## src/rtl/card_gen_pkg.sv

```systemverilog
// card_gen_pkg: shared types and helpers for the card draw generator.
// Holds the FSM state enum, LFSR constants and the 1..limit wrap helper.
package card_gen_pkg;

    typedef enum logic {
        IDLE,
        SEARCH
    } state_t;

    localparam logic [15:0] LFSR_SEED = 16'hACE1;
    // Right-shift Galois form of x^16+x^14+x^13+x^11+1
    localparam logic [15:0] LFSR_TAPS = 16'hB400;

    // Advance value by step inside 1..limit; 0 is never produced
    // as long as value is already in range.
    function automatic logic [15:0] wrap_inc(
        input logic [15:0] value,
        input logic [1:0]  step,
        input logic [15:0] limit
    );
        logic [16:0] sum;
        sum = 17'(value) + 17'(step);
        if (sum > 17'(limit))
            sum = sum - 17'(limit);
        return sum[15:0];
    endfunction

endpackage

```

## src/rtl/card_value_counter.sv

```systemverilog
// card_value_counter: free-running 1..RANGE value counter.
// Ports: clock, reset_n (async low), enable -> count.
// CARD_DRAW_GEN_LFSR_EN adds an LFSR that makes some steps 2.
module card_value_counter
    import card_gen_pkg::*;
#(
    parameter int VAL_W = 5,
    parameter int RANGE = 10
) (
    input  logic             clock,
    input  logic             reset_n,
    input  logic             enable,
    output logic [VAL_W-1:0] count
);

    logic [1:0] step;

`ifdef CARD_DRAW_GEN_LFSR_EN
    logic [15:0] lfsr;

    always_ff @(posedge clock or negedge reset_n) begin
        if (!reset_n)
            lfsr <= LFSR_SEED;
        else if (lfsr[0])
            lfsr <= (lfsr >> 1) ^ LFSR_TAPS;
        else
            lfsr <= lfsr >> 1;
    end

    assign step = lfsr[0] ? 2'd2 : 2'd1;
`else
    assign step = 2'd1;
`endif

    always_ff @(posedge clock or negedge reset_n) begin
        if (!reset_n)
            count <= VAL_W'(1);
        else if (enable)
            count <= VAL_W'(wrap_inc(16'(count), step, 16'(RANGE)));
    end

endmodule

```

## src/rtl/card_draw_gen.sv

```systemverilog
// card_draw_gen: deals 1..RANGE values from a finite deck of COPIES each.
// Ports: clock, reset_n, enable, shuffle, draw_req -> draw_ready, card,
//        card_valid, remaining, empty. Option: CARD_DRAW_GEN_LFSR_EN.
module card_draw_gen
    import card_gen_pkg::*;
#(
    parameter int VAL_W  = 5,
    parameter int RANGE  = 10,
    parameter int COPIES = 4,
    parameter int REM_W  = 6
) (
    input  logic             clock,
    input  logic             reset_n,
    input  logic             enable,
    input  logic             shuffle,
    input  logic             draw_req,
    output logic             draw_ready,
    output logic [VAL_W-1:0] card,
    output logic             card_valid,
    output logic [REM_W-1:0] remaining,
    output logic             empty
);

    localparam int CNT_W = $clog2(COPIES + 1);
    localparam logic [REM_W-1:0] TOTAL = REM_W'(RANGE * COPIES);
    localparam logic [CNT_W-1:0] CAP = CNT_W'(COPIES);

    state_t           state;
    state_t           next_state;
    logic [VAL_W-1:0] count;
    logic [VAL_W-1:0] cand;
    logic [CNT_W-1:0] used [RANGE];
    logic [CNT_W-1:0] cand_used;
    logic             avail;
    logic             accept;
    logic             deal;

    card_value_counter #(
        .VAL_W (VAL_W),
        .RANGE (RANGE)
    ) u_counter (
        .clock   (clock),
        .reset_n (reset_n),
        .enable  (enable),
        .count   (count)
    );

    // used[i] holds the deal count of value i+1
    always_comb begin
        cand_used = '0;
        for (int i = 0; i < RANGE; i++)
            if (cand == VAL_W'(i + 1))
                cand_used = used[i];
    end

    assign avail = cand_used < CAP;
    assign empty = remaining == '0;

    always_ff @(posedge clock or negedge reset_n) begin
        if (!reset_n)
            state <= IDLE;
        else
            state <= next_state;
    end

    always_comb begin
        next_state = state;
        unique case (state)
            IDLE:
                if (accept)
                    next_state = SEARCH;
            SEARCH:
                if (shuffle || avail)
                    next_state = IDLE;
            default:
                next_state = IDLE;
        endcase
    end

    // shuffle takes priority over both accepting and dealing
    always_comb begin
        draw_ready = (state == IDLE) && !empty;
        accept     = draw_ready && draw_req && !shuffle;
        deal       = (state == SEARCH) && avail && !shuffle;
    end

    always_ff @(posedge clock or negedge reset_n) begin
        if (!reset_n) begin
            cand       <= VAL_W'(1);
            card       <= '0;
            card_valid <= 1'b0;
            remaining  <= TOTAL;
        end else begin
            card_valid <= deal;
            if (accept)
                cand <= count;
            else if (state == SEARCH && !avail)
                cand <= VAL_W'(wrap_inc(16'(cand), 2'd1, 16'(RANGE)));
            if (deal)
                card <= cand;
            if (shuffle)
                remaining <= TOTAL;
            else if (deal)
                remaining <= remaining - REM_W'(1);
        end
    end

    always_ff @(posedge clock or negedge reset_n) begin
        if (!reset_n) begin
            for (int i = 0; i < RANGE; i++)
                used[i] <= '0;
        end else begin
            for (int i = 0; i < RANGE; i++)
                if (shuffle)
                    used[i] <= '0;
                else if (deal && cand == VAL_W'(i + 1))
                    used[i] <= used[i] + CNT_W'(1);
        end
    end

endmodule

```

## config.mk

```make
export PLATFORM = sky130hd
export DESIGN_NAME = card_draw_gen
export DESIGN_NICKNAME = d
export VERILOG_FILES = /design/src/rtl/card_gen_pkg.sv /design/src/rtl/card_value_counter.sv /design/src/rtl/card_draw_gen.sv
export SDC_FILE = /design/constraint.sdc
export NUM_CORES = 1
export LEC_CHECK = 0
export ABC_AREA = 1
export BUFFER_PORTS_ARGS = -buffer_cell sky130_fd_sc_hd__buf_2
export CAP_MARGIN = 5
export CORE_ASPECT_RATIO = 1.75
export CORE_UTILIZATION = 52
export CTS_CLUSTER_SIZE = 20
export DETAILED_ROUTE_END_ITERATION = 10
export HOLD_SLACK_MARGIN = 0.06
export PLACE_DENSITY = 0.7
export RECOVER_POWER = 25
export SYNTH_ARGS = -nofsm -noshare
export SYNTH_HDL_FRONTEND = slang
export SYNTH_HIERARCHICAL = 1
export SYNTH_SLANG_ARGS = --single-unit
```

## constraint.sdc

```tcl
create_clock -name clock -period 6.2 [get_ports clock]
set_input_delay 0.31 -clock clock [delete_from_list [all_inputs] [get_ports clock]]
set_output_delay 0.31 -clock clock [all_outputs]
set_load 0.05 [all_outputs]
```

==> impl_metrics.yaml <==
status:
  status: "finished with violations"
  violations: "max-capacitance violations, max-slew violations"
setup_path:
  cpMostUsedCell: "nand2_1"
  cp_max_fo: 39
  ff2ff_setup_slack_ns: 3.43
  path_cells: "inv_1 -> ha_1 -> inv_1 -> nor2_1 -> nand3_1 -> nand3_1 -> nand2_1 -> nand2_1 -> nand2_1 -> nand2_1 -> nand2_1 -> nand2_1 -> nand2_2 -> nand3_4 -> nor2_4 -> nand2_1 -> o21a_1"
  critPathMaxStageDelay_ns: 0.68
  startpoint_type: "flip-flop"
  timing.critical_path.buf_inv: 2
  critPathSlowestCell: "nor2_4"
  crit_arrival_ns: 2.98
  cp.required_ns: 6.41
  worstSetupEndpointType: "flip-flop"
  crit_type: "reg -> reg"
  crit_family: "simple AND/OR/NAND/NOR gates"
detailed_routing:
  wl_per_cell_um: 12.6
  vias: 2468
  detail_route.vias_per_cell: 5.13
  drt-total-wl_mm: 6.07
  drt_pre_antenna_iters: 5
  initialDrtViolationCount: 101
  ant_nets: 0
  drc: 0
grt:
  grt_overflow_total: 0
  grt_usage_pct: 22.4
  antenna_found_initial: 0
  grt_pass1_wl_mm: 10.9
  grt_pass1_vias: 2495
  grt_max_degree: 54
floorplanning:
  io_pins: 19
  die_h_um: 105
  dieArea_um2: 6420
  core_area_um2: 5880
  initial_utilization_pct: 53.9
  num_rows: 37
  die_w_um: 61.0
logic_synthesis:
  synth_area_um2: 3170
  synth-xor-area-share_pct: 5.49
  synth.distinct_cells: 33
  synth_cells: 383
  muxShareOfSynthArea_pct: 0.355
  yosysTopAreaCell: "dfrtp_1"
  synthTopCellsByArea: "dfrtp_1 39%, nand3_1 8.1%, ha_1 7.9%"
  ys_seq_elements: 53
  synthAdderAreaFrac_pct: 7.90
  synth-simple-area-share_pct: 21.3
  synth_top_family_by_area: "simple AND/OR/NAND/NOR gates"
  syn_nets: 408
  yosysSeqAreaShare_pct: 42.0
  yosysWarnings: 6
  syn_avg_cell_area_um2: 8.27
  synth.top_cell.area_share_pct: 38.7
  synth_compound_area_share_pct: 12.8
timing:
  worstMarginPinSlew_ns: 2.82
  fin_worst_skew_ns: 0.00895
  rsz0062_at_grt: "false"
  finalCritPeriodShare_pct: 44.7
  worst_slew_margin_rel_pct: -87.7
  maxSlewViolCount: 54
  setup_viol: 0
  setup_tns_ns: 0
  clock.fmax_mhz: 361
  hold_violations: 0
  period_minus_slack_ns: 2.77
clock_network:
  ctsLongestPathBuffers: 2
  cts_root_buf: "clkbuf_8"
  clock_latency_ns: 0.32
  clk_transition_reported_paths_ns: 0.09
  cts.sinks: 53
  cts_resized: 0
  cts_tree: "done"
  numCtsBuffers: 5
  postCtsSetupRepairBufs: 0
  htreeDepth: 2
  holdBufCountCts: 0
min_path:
  hp-class: "in -> reg"
placement:
  port_buffers: 18
  dpl.hpwl_mm: 4.49
  place.gp.congestion: 0.866
power:
  ir_worst_vdd_v: 0.000266
  p_per_area_nw_per_um2: 388
  leakage_nw: 1.70
  power_w: 0.00132
cells_and_area:
  nets: 427
  antenna_cells: 0
  area_growth_pct: 7.35
  drive_above_1_share_pct: 12.9
  nFillCells: 577
job:
  max-cap-violations: 1
## cell usage in the layout, fill, tap and decap left out, drive strengths merged, types with 3 or more instances in the layout
cell type  count
clkinv         4
o21ai         52
a21oi          3
dfstp          4
nand2         64
xnor2          4
nand4          6
nand3         53
o21bai         9
xor2          15
buf           18
nor2          16
dfrtp         49
clkbuf         7
ha            20
o21a           5
inv           69
## synthesized netlist by cell type
cell	n
a31oi_1	1
clkinv_2	1
buf_4	1
mux2_2	1
o21ai_1	5
xnor2_2	1
clkinv_1	1
clkbuf_1	1
inv_2	5
dfstp_2	4
or2_2	1
nor2_4	3
buf_2	2
dfrtp_1	49
ha_1	20
nand3_1	51
nand3_4	2
o21bai_1	9
buf_6	3
o21ai_2	1
nand2_1	59
nor2_1	11
xnor2_1	3
a21oi_1	3
nand4_1	6
o31ai_1	1
nor2_2	2
o22ai_1	1
xor2_1	15
nand2_2	5
o21ai_0	46
o21a_1	5
inv_1	64
## path summary, 6_finish.rpt
check	start	to	cells past startpoint
max reg2reg	cand[0]	card[2]	17
max in group asynchronous	reset_n	used[5]	2
min in group asynchronous	reset_n	used[29]	2
min reg2reg	card[4]	card[4]	1
max	cand[0]	card[2]	17
min	enable	u_counter/count[0]	2
## power breakdown
part / internal, W / switching, W
sequential: 0.000410 / 0.0000704
combinational: 0.000205 / 0.000425
clock: 0.0000908 / 0.000120
## layer usage
metal / track usage (%) / wire, um / up-vias
met2: 38.9 / 3190 / 28
met4: 9.09 / 163 / 0
met1: 26.5 / 2600 / 1150
met3: 3.56 / 128 / 14
met5: 0 / 0 / -
li1: - / - / 1276
## kinds of logic (layout without fill, tap and decap cells)
kind of cell | count (synthesis) | count (layout)
adders and majority gates | 20 | 20
DFF | 53 | 53
buffers and inverters | 78 | 98
AOI/OAI and AO/OA | 72 | 72
xor gates and xnor gates | 19 | 19
and+or+nand+nor | 140 | 140
muxes | 1 | 1
## sequential cells by signal, indices dropped and copies added, names as in the netlist
name / flops
card: 5
used: 30
card_valid: 1
state: 1
u_counter/count: 5
remaining: 6
cand: 5
## area by class of cell
class / count / area, um2 / area share (%)
Inverter: 71 / 268 / 7.87
Sequential cell: 53 / 1330 / 39.1
Tap cell: 78 / 97.6 / 2.87
Clock buffer: 6 / 82.6 / 2.43
Multi-Input combinational cell: 252 / 1510 / 44.5
Clock inverter: 2 / 13.8 / 0.405
Timing Repair Buffer: 19 / 93.8 / 2.76
## stage by stage
step	std cells	setup WS, ns	cell area, um2	hold slack (ns)	util [%]
finish	481	3.43	3400	0.207	57.8
global route	481	3.02	3400	0.211	57.8
CTS	481	3.42	3400	0.137	57.9
detailed placement	473	3.43	3310	0.479	56.3
global placement	473	3.48	3310	0.473	56.3
floorplan	383	3.50	3170	0.0144	-
## worst reg2reg max path, stage by stage (launching register included)
cell	delay, ns
dfstp_2	0.59
inv_1	0.11
ha_1	0.22
inv_1	0.05
nor2_1	0.05
nand3_1	0.07
nand3_1	0.07
nand2_1	0.06
nand2_1	0.05
nand2_1	0.05
nand2_1	0.04
nand2_1	0.05
nand2_1	0.06
nand2_2	0.08
nand3_4	0.17
nor2_4	0.68
nand2_1	0.11
o21a_1	0.14
(Power assumes the default switching activity.)
